--- src/rtl/raycaster_pkg.sv ---
// raycaster_pkg: shared raycaster constants, DDA result field layout and result struct.
//   SCREEN_WIDTH : columns per frame (even, <= 512)
//   COL_W        : column index width
//   DDA_TDATA_W  : DDA result beat width
//   *_LSB / *_BIT: field offsets inside a DDA result beat
//   dda_result_t : packed view of one DDA result beat
package raycaster_pkg;
   localparam int SCREEN_WIDTH = 320;
   localparam int COL_W        = 9;
   localparam int DDA_TDATA_W  = 39;
   localparam int COL_LSB      = 30;
   localparam int HEIGHT_LSB   = 21;
   localparam int TYPE_LSB     = 17;
   localparam int SIDE_BIT     = 16;
   typedef struct packed {
      logic [COL_W-1:0] col;
      logic [8:0]       height;
      logic [3:0]       wall_type;
      logic             side;
      logic [15:0]      wall_x;
   } dda_result_t;
endpackage

--- src/rtl/dda_result_merger_axis_out_reg.sv ---
// axis_out_reg: one-deep AXI-Stream output register.
//   clk_in, rst_in : clock, asynchronous active-high reset
//   load_in        : load data_in this cycle (only honoured when load_ok_out)
//   data_in        : beat to load
//   load_ok_out    : register is empty or being drained this cycle
//   tready_in      : downstream ready
//   tvalid_out     : registered beat valid
//   tdata_out      : registered beat
module axis_out_reg #(
   parameter int W = 40
) (
   input  logic         clk_in,
   input  logic         rst_in,
   input  logic         load_in,
   input  logic [W-1:0] data_in,
   output logic         load_ok_out,
   input  logic         tready_in,
   output logic         tvalid_out,
   output logic [W-1:0] tdata_out
);
   logic         valid_q, valid_d;
   logic [W-1:0] data_q, data_d;
   logic         load;
   always_comb begin
      load_ok_out = !valid_q || tready_in;
      load        = load_in && load_ok_out;
      valid_d     = load ? 1'b1 : (tready_in ? 1'b0 : valid_q);
      data_d      = load ? data_in : data_q;
   end
   always_ff @(posedge clk_in or posedge rst_in) begin
      if (rst_in) begin
         valid_q <= 1'b0;
         data_q  <= '0;
      end else begin
         valid_q <= valid_d;
         data_q  <= data_d;
      end
   end
   assign tvalid_out = valid_q;
   assign tdata_out  = data_q;
endmodule

--- src/rtl/dda_result_merger.sv ---
// dda_result_merger: merges even/odd-column DDA core results into one in-order AXI-Stream.
//   pixel_clk_in, rst_in        : clock, asynchronous active-high reset
//   core0_* (tvalid/tready/tdata): even-column results
//   core1_* (tvalid/tready/tdata): odd-column results
//   m_axis_* (tvalid/tready/tdata/tlast): merged stream, tlast on column SCREEN_WIDTH-1
//   frame_done_out              : pulse the cycle after the tlast beat is accepted
//   col_error_out               : sticky, an input col field differed from the expected column
module dda_result_merger
   import raycaster_pkg::*;
#(
   parameter int SCREEN_WIDTH = raycaster_pkg::SCREEN_WIDTH,
   parameter int TDATA_W      = raycaster_pkg::DDA_TDATA_W
) (
   input  logic               pixel_clk_in,
   input  logic               rst_in,
   input  logic               core0_tvalid_in,
   output logic               core0_tready_out,
   input  logic [TDATA_W-1:0] core0_tdata_in,
   input  logic               core1_tvalid_in,
   output logic               core1_tready_out,
   input  logic [TDATA_W-1:0] core1_tdata_in,
   output logic               m_axis_tvalid_out,
   input  logic               m_axis_tready_in,
   output logic [TDATA_W-1:0] m_axis_tdata_out,
   output logic               m_axis_tlast_out,
   output logic               frame_done_out,
   output logic               col_error_out
);
   logic [COL_W-1:0]   exp_col_q, exp_col_d;
   logic               err_q, err_d, done_q, done_d;
   logic               sel, ok_raw, load_ok, in_valid, accept, last_col;
   logic [TDATA_W-1:0] in_data;
   dda_result_t        beat;
   logic [TDATA_W:0]   out_w;
   always_comb begin
      sel       = exp_col_q[0];
      // ready is held low during reset so no beat is consumed and then dropped
      load_ok   = ok_raw && !rst_in;
      in_valid  = sel ? core1_tvalid_in : core0_tvalid_in;
      in_data   = sel ? core1_tdata_in : core0_tdata_in;
      accept    = in_valid && load_ok;
      last_col  = exp_col_q == COL_W'(SCREEN_WIDTH - 1);
      beat      = dda_result_t'(in_data);
      beat.col  = exp_col_q;
      exp_col_d = accept ? (last_col ? '0 : exp_col_q + 1'b1) : exp_col_q;
      err_d     = err_q || (accept && in_data[COL_LSB +: COL_W] != exp_col_q);
      done_d    = m_axis_tvalid_out && m_axis_tready_in && m_axis_tlast_out;
   end
   always_ff @(posedge pixel_clk_in or posedge rst_in) begin
      if (rst_in) begin
         exp_col_q <= '0;
         err_q     <= 1'b0;
         done_q    <= 1'b0;
      end else begin
         exp_col_q <= exp_col_d;
         err_q     <= err_d;
         done_q    <= done_d;
      end
   end
   axis_out_reg #(.W(TDATA_W + 1)) u_out (
      .clk_in     (pixel_clk_in),
      .rst_in     (rst_in),
      .load_in    (accept),
      .data_in    ({last_col, beat}),
      .load_ok_out(ok_raw),
      .tready_in  (m_axis_tready_in),
      .tvalid_out (m_axis_tvalid_out),
      .tdata_out  (out_w)
   );
   assign m_axis_tlast_out = out_w[TDATA_W];
   assign m_axis_tdata_out = out_w[TDATA_W-1:0];
   assign core0_tready_out = load_ok && !sel;
   assign core1_tready_out = load_ok && sel;
   assign frame_done_out   = done_q;
   assign col_error_out    = err_q;
endmodule

--- config.mk ---
export PLATFORM = sky130hd
export DESIGN_NAME = dda_result_merger
export DESIGN_NICKNAME = d
export VERILOG_FILES = /design/src/rtl/raycaster_pkg.sv /design/src/rtl/dda_result_merger_axis_out_reg.sv /design/src/rtl/dda_result_merger.sv
export SDC_FILE = /design/constraint.sdc
export NUM_CORES = 1
export LEC_CHECK = 0
export BUFFER_PORTS_ARGS = -buffer_cell sky130_fd_sc_hd__buf_4
export CAP_MARGIN = 0
export CELL_PAD_IN_SITES_DETAIL_PLACEMENT = 0
export CELL_PAD_IN_SITES_GLOBAL_PLACEMENT = 1
export CORE_MARGIN = 10
export CORE_UTILIZATION = 35
export DETAILED_ROUTE_END_ITERATION = 6
export HOLD_SLACK_MARGIN = 0.08
export PLACE_DENSITY = 0.9
export SETUP_SLACK_MARGIN = 0.2
export SLEW_MARGIN = 25
export SYNTH_ARGS = -nofsm -noshare
export SYNTH_HDL_FRONTEND = slang
export SYNTH_SLANG_ARGS = --single-unit
export TNS_END_PERCENT = 1
--- constraint.sdc ---
create_clock -name pixel_clk_in -period 4 [get_ports pixel_clk_in]
set_clock_uncertainty 0.2 [all_clocks]
set_input_delay 0 -clock pixel_clk_in [delete_from_list [all_inputs] [get_ports pixel_clk_in]]
set_output_delay 0 -clock pixel_clk_in [all_outputs]
set_load 0.03 [all_outputs]
==> impl_metrics.yaml, run 1 <==
outcome:
  status: "complete, no violations"
critical_path:
  timing.critical_path.fanout_max: 48
  critPathCaptureType: "flop"
  critical_path_required_ns: 4.00
  worst-r2r-setup-slack_ns: 0.37
  crit-reg2reg-capture: "col_error_out"
  timing_worst_setup_path_type: "flop to flop"
  arrival_ns: 3.63
  timing.critical_path.from_type: "flop"
  r2r.worst_path.cells: 9
  regToRegStartpoint: "exp_col_q[0]"
logic_synthesis:
  syn-instance-count: 253
  yosys-mux-area-fraction_pct: 15.2
  synth_xor_area_share_pct: 4.18
  synth_simple_gate_area_share_pct: 15.4
  synth_nets: 337
  yosys.area.top_type_share_pct: 51.8
  synthAdderAreaFrac_pct: 0.498
  post-synth-top-area-cell: "dfrtp_1"
  ys_seq_elements: 52
  ys_dominant_reg_cell: "dfrtp_1"
  synth_seq_area_share_pct: 51.8
  yosysWarningCount: 0
  synth_area_um2: 2510
  synth.top_cells.by_area: "dfrtp_1 52%, mux2i_1 15%, a21oi_1 6.6%, nor2_1 5.5%, nand2_1 4.6%"
  synth_top_family_by_area: "simple AND/OR/NAND/NOR gates"
  synthesis.area_per_instance_um2: 9.94
  synth_compound_area_share_pct: 9.36
  postSynth.asyncResetShare_pct: 100
  synth.distinct_cells: 29
  synth_edf_count: 0
drt:
  drt_iter0_markers: 62
  post_drt_via_cell_ratio: 4.69
  vias: 2538
  route.detailed.wl_per_inst_um: 15.5
  router_iterations_before_antenna_repair: 4
  antenna_violating_nets_left: 0
  detail_route.drc_violations: 0
  route.final.wire_length_um: 8380
power:
  power_per_standard_cell_area_nw_per_um2: 534
  cell_internal_pwr_mw: 1.36
  power.sequential.fraction_pct: 35.3
  total_leakage_power_nw: 2.08
  switching_share_pct: 41.1
  power.switching_mw: 0.951
  pwr-share-comb_pct: 51.3
  share_clk_of_total_power_pct: 13.4
  ir_drop_mv: 0.313
global_routing:
  grt_max_degree: 53
  globalRouteTotalUtil_pct: 15.1
  grt_pass1_vias: 2840
  first_pass_grt_wire_length_um: 13800
  globalRoute.totalOverflow: 0
  grt_antenna_before_repair: 0
timing:
  fmax_mhz: 276
  finalSetupViolations: 0
  rsz_0062_raised_after_global_routing: "false"
  finalWorstPathRequiredPeriod_ns: 3.63
  hold_violations: 0
  finalCritPeriodShare_pct: 90.7
  fin_max_slew_vios: 0
  worst-slew-pin-transition_ns: 0.630
  setup_tns_ns: 0
  worst_slew_margin_rel_pct: 58.0
finish:
  most_frequent_standard_cell_in_the_layout_excluding_fill_and_tap_cells: "buf_4"
  layout.nets: 528
  filler_cell_count: 568
  finish.utilization_pct: 63.1
  layout.cells.most_common_list: "129 x buf_4, 69 x dlygate4sd3_1, 51 x dfrtp_1, 37 x nor2_1, 37 x mux2i_1"
  share_of_layout_cells_above_drive_strength_1_pct: 31.9
  antenna_cells: 0
  area_growth_pct: 72.4
clock_tree:
  clock_tree.htree_level_count: 2
  postCtsSetupRepairBufs: 0
  clk_transition_reported_paths_ns: 0.09
  tritoncts_num_sinks: 52
  clock_tree_root_driver_cell: "clkbuf_8"
  tritoncts_clock_tree: "built"
  cts-buffers-inserted: 5
  clk-insertion-delay-late_ns: 0.30
  clk_path_buf_depth: 2
floorplanning:
  area_of_the_die_um2: 11000
  die_height_um: 105
  initial_core_util_pct: 36.6
  chipWidth_um: 105
  io_pins: 128
  floorplan.rows: 30
  core_area_um2: 6870
place:
  place.gp.congestion: 0.785
  place_hpwl_um: 5680
  buffer_ports.inserted: 127
min_path:
  hp-class: "primary input to asynchronous set/reset pin"
job:
  max_cap_violations: 0
## routing by layer
metal | up-vias | global-route usage, % | wire length [um]
met5 | - | 0 | 0
met4 | 0 | 5.00 | 199
met3 | 16 | 5.65 | 651
met2 | 96 | 27.4 | 4300
met1 | 1185 | 15.6 | 3230
li1 | 1241 | - | -
## power by group through the flow
stage / sequential [mW] / clock, mW / combinational, mW
floorplan: 1.09 / 0 / 0.394
global placement: 0.818 / 0 / 1.05
detailed placement: 0.821 / 0 / 1.07
CTS: 0.814 / 0.321 / 1.19
global route: 0.843 / 0.341 / 1.28
finish: 0.818 / 0.310 / 1.19
## flip-flops by register name, summed over array words and instances (netlist names)
signal            count
u_out.tdata_out      40
exp_col_q             9
col_error_out         1
frame_done_out        1
u_out.tvalid_out      1
## Yosys cell counts, drive strengths merged, types with 3 or more instances
cell / number
buf: 12
dfrtp: 52
mux2i: 37
inv: 3
nand2: 31
nor2: 37
o21ai: 3
nand4: 5
xnor2: 10
a21o: 3
a21oi: 33
clkbuf: 3
and3: 3
nor3: 3
## final cells by class
cell class | instances | area, um2 | share of cell area, %
Inverter | 3 | 13.8 | 0.318
Sequential cell | 52 | 1300 | 30.1
Timing Repair Buffer | 199 | 1670 | 38.6
Clock inverter | 2 | 15.0 | 0.347
Multi-Input combinational cell | 183 | 1130 | 26.0
Clock buffer | 6 | 82.6 | 1.91
Tap cell | 96 | 120 | 2.77
## cells by family after synthesis
kind of cell	after synthesis
AO/OA/AOI/OAI	43
XOR/XNOR	12
adder cells (fa/ha/maj)	1
buffers and inverters	18
flip-flops	52
multiplexers	38
AND/OR/NAND/NOR	89
## stage by stage
| step | hold WS (ns) | power [mW] | cell area [um2] | cells | worst slack [ns] |
|---|---|---|---|---|---|
| 6_report | 0.172 | 2.31 | 4330 | 541 | 0.371 |
| 5_1_grt | 0.232 | 2.46 | 4330 | 541 | 0.223 |
| 4_1_cts | 0.210 | 2.32 | 4330 | 541 | 0.239 |
| 3_5_place_dp | -0.0282 | 1.89 | 3540 | 464 | 1.75 |
| 3_3_place_gp | 0.0594 | 1.87 | 3540 | 464 | 1.82 |
| 2_1_floorplan | -0.0847 | 1.48 | 2510 | 253 | 2.14 |
## timing repair
action	4_1_cts	5_1_grt
gates resized for setup	0	1
hold endpoints to repair	87	0
hold buffers	69	0
endpoints found under the setup margin	0	1
## worst max-delay path by stage
stage	endpoint	depth (start not counted)	slack, ns	start
floorplan	core0_tready_out	4	2.14	exp_col_q[0]
global placement	col_error_out	6	1.82	exp_col_q[0]
detailed placement	col_error_out	6	1.75	exp_col_q[0]
CTS	col_error_out	9	0.24	exp_col_q[0]
global route	col_error_out	9	0.22	exp_col_q[0]
finish	col_error_out	9	0.37	exp_col_q[0]
## worst max-delay path, cell delays in order, from the launching register on
cell and delay [ns]:
dfrtp_2 0.38, buf_6 0.44, mux2i_1 0.23, dlygate4sd3_1 0.57, xnor2_1 0.06, nor4_1 0.23
dlygate4sd3_1 0.59, nand3_1 0.08, dlygate4sd3_1 0.56, a21o_1 0.18
(Power assumes the default switching activity.)
==> inputs of run 2 (changes only) <==
==> constraint.sdc (replaced) <==
create_clock -name pixel_clk_in -period 4.4 [get_ports pixel_clk_in]
set_clock_uncertainty 0.2 [all_clocks]
set_input_delay 0 -clock pixel_clk_in [delete_from_list [all_inputs] [get_ports pixel_clk_in]]
set_output_delay 0 -clock pixel_clk_in [all_outputs]
set_load 0.03 [all_outputs]
==> impl_metrics.yaml, run 2 (synthesis gave the netlist of run 1 again) <==
timing:
  setup_tns_ns: 0
  worst-slew-pin-transition_ns: 0.717
  fin_max_slew_vios: 0
  hold_violations: 0
  worst_slew_margin_rel_pct: 52.2
  finalSetupViolations: 0
  rsz_0062_raised_after_global_routing: "false"
  finalCritPeriodShare_pct: 84.7
  finalWorstPathRequiredPeriod_ns: 3.73
  fmax_mhz: 268
critical_path:
  critPathCaptureType: "flop"
  crit-reg2reg-capture: "col_error_out"
  timing_worst_setup_path_type: "flop to flop"
  timing.critical_path.from_type: "flop"
  timing.critical_path.fanout_max: 48
  critical_path_required_ns: 4.40
  worst-r2r-setup-slack_ns: 0.67
  r2r.worst_path.cells: 9
  arrival_ns: 3.73
  regToRegStartpoint: "exp_col_q[0]"
finish:
  area_growth_pct: 73.3
  filler_cell_count: 562
  most_frequent_standard_cell_in_the_layout_excluding_fill_and_tap_cells: "buf_4"
  layout.nets: 528
  largest_register_ffs: 40
  layout.cells.most_common_list: "130 x buf_4, 69 x dlygate4sd3_1, 51 x dfrtp_1, 37 x nor2_1, 37 x mux2i_1"
  share_of_layout_cells_above_drive_strength_1_pct: 31.9
drt:
  route.final.wire_length_um: 8270
  antenna_violating_nets_left: 0
  detail_route.drc_violations: 0
  post_drt_via_cell_ratio: 4.63
  router_iterations_before_antenna_repair: 4
  vias: 2510
  drt_iter0_markers: 97
  route.detailed.wl_per_inst_um: 15.3
clock_tree:
  clk-insertion-delay-late_ns: 0.31
  ctsResizeCount: 0
  cts_hold_repair.buffers: 69
  clk_path_buf_depth: 2
  clock_tree_root_driver_cell: "clkbuf_8"
  clock_tree.htree_level_count: 2
  clk_transition_reported_paths_ns: 0.10
  postCtsSetupRepairBufs: 0
  tritoncts_num_sinks: 52
  cts-buffers-inserted: 5
  tritoncts_clock_tree: "built"
floorplanning:
  floorplan.rows: 30
  initial_core_util_pct: 36.6
  core_area_um2: 6870
  area_of_the_die_um2: 11000
  die_height_um: 105
  io_pins: 128
  chipWidth_um: 105
global_routing:
  first_pass_grt_wire_length_um: 13500
  globalRouteTotalUtil_pct: 14.7
  globalRoute.totalOverflow: 0
  grt_pass1_vias: 2693
  grt_antenna_before_repair: 1
  grt_max_degree: 53
power:
  fin_total_pwr_mw: 2.17
  total_leakage_power_nw: 2.10
  ir_drop_mv: 0.256
  power_per_standard_cell_area_nw_per_um2: 498
outcome:
  status: "complete, no violations"
min_path:
  hp-class: "primary input to asynchronous set/reset pin"
job:
  max_cap_violations: 0
place:
  place.gp.congestion: 0.803
  place_hpwl_um: 5520
  buffer_ports.inserted: 127
## run 2: cell types whose count changed in the layout (fill, tap and decap cells not counted), sizes merged
cell	delta
clkinv	+1
clkinvlp	-2
bufinv	+1
diode	+1
## run 2: area by class of cell
type,instances,area (um2),area share (%)
Clock buffer,6,82.6,1.90
Antenna cell,1,2.50,0.0575
Multi-Input combinational cell,183,1130,25.9
Timing Repair Buffer,199,1670,38.3
Sequential cell,52,1300,29.9
Clock inverter,2,38.8,0.891
Tap cell,96,120,2.76
Inverter,3,13.8,0.316
## run 2: routing by layer
metal  wire [um]  GRT usage [%]  vias up
met5           0              0        -
met4         175           4.71        0
met3         680           6.02       15
met2        4300           25.9       87
met1        3110           15.6     1162
li1            -              -     1246
## run 2: through the flow
stage	utilization (%)	instances	setup WS (ns)	hold WS (ns)	area, um2
detailed placement	51.5	464	2.17	-0.0155	3540
global placement	51.5	464	2.21	0.0597	3540
CTS	63.4	541	0.714	0.197	4350
global route	63.4	542	0.505	0.257	4360
finish	63.4	542	0.672	0.163	4360
floorplan	-	253	2.54	-0.0847	2510
## run 2: power by group
group	internal, mW	leakage [nW]	switching, mW
logic	0.487	1.42	0.592
clock network	0.186	0.0614	0.165
registers	0.628	0.616	0.110
total	1.30	2.10	0.867
## run 2: worst max path at each step
stage,startpoint,cells after the start,endpoint,slack (ns)
floorplan,exp_col_q[0],4,core0_tready_out,2.54
global placement,exp_col_q[0],6,col_error_out,2.21
detailed placement,exp_col_q[0],6,col_error_out,2.17
CTS,exp_col_q[0],9,col_error_out,0.71
global route,exp_col_q[0],9,col_error_out,0.50
finish,exp_col_q[0],9,col_error_out,0.67
## run 2: worst max-delay path, cell delays in order (launching register included)
cell and delay [ns]:
dfrtp_2 0.38, buf_4 0.59, mux2i_1 0.24, dlygate4sd3_1 0.58
xnor2_1 0.07, nor3_1 0.17, dlygate4sd3_1 0.57, nand3_1 0.07
dlygate4sd3_1 0.57, a21o_1 0.18
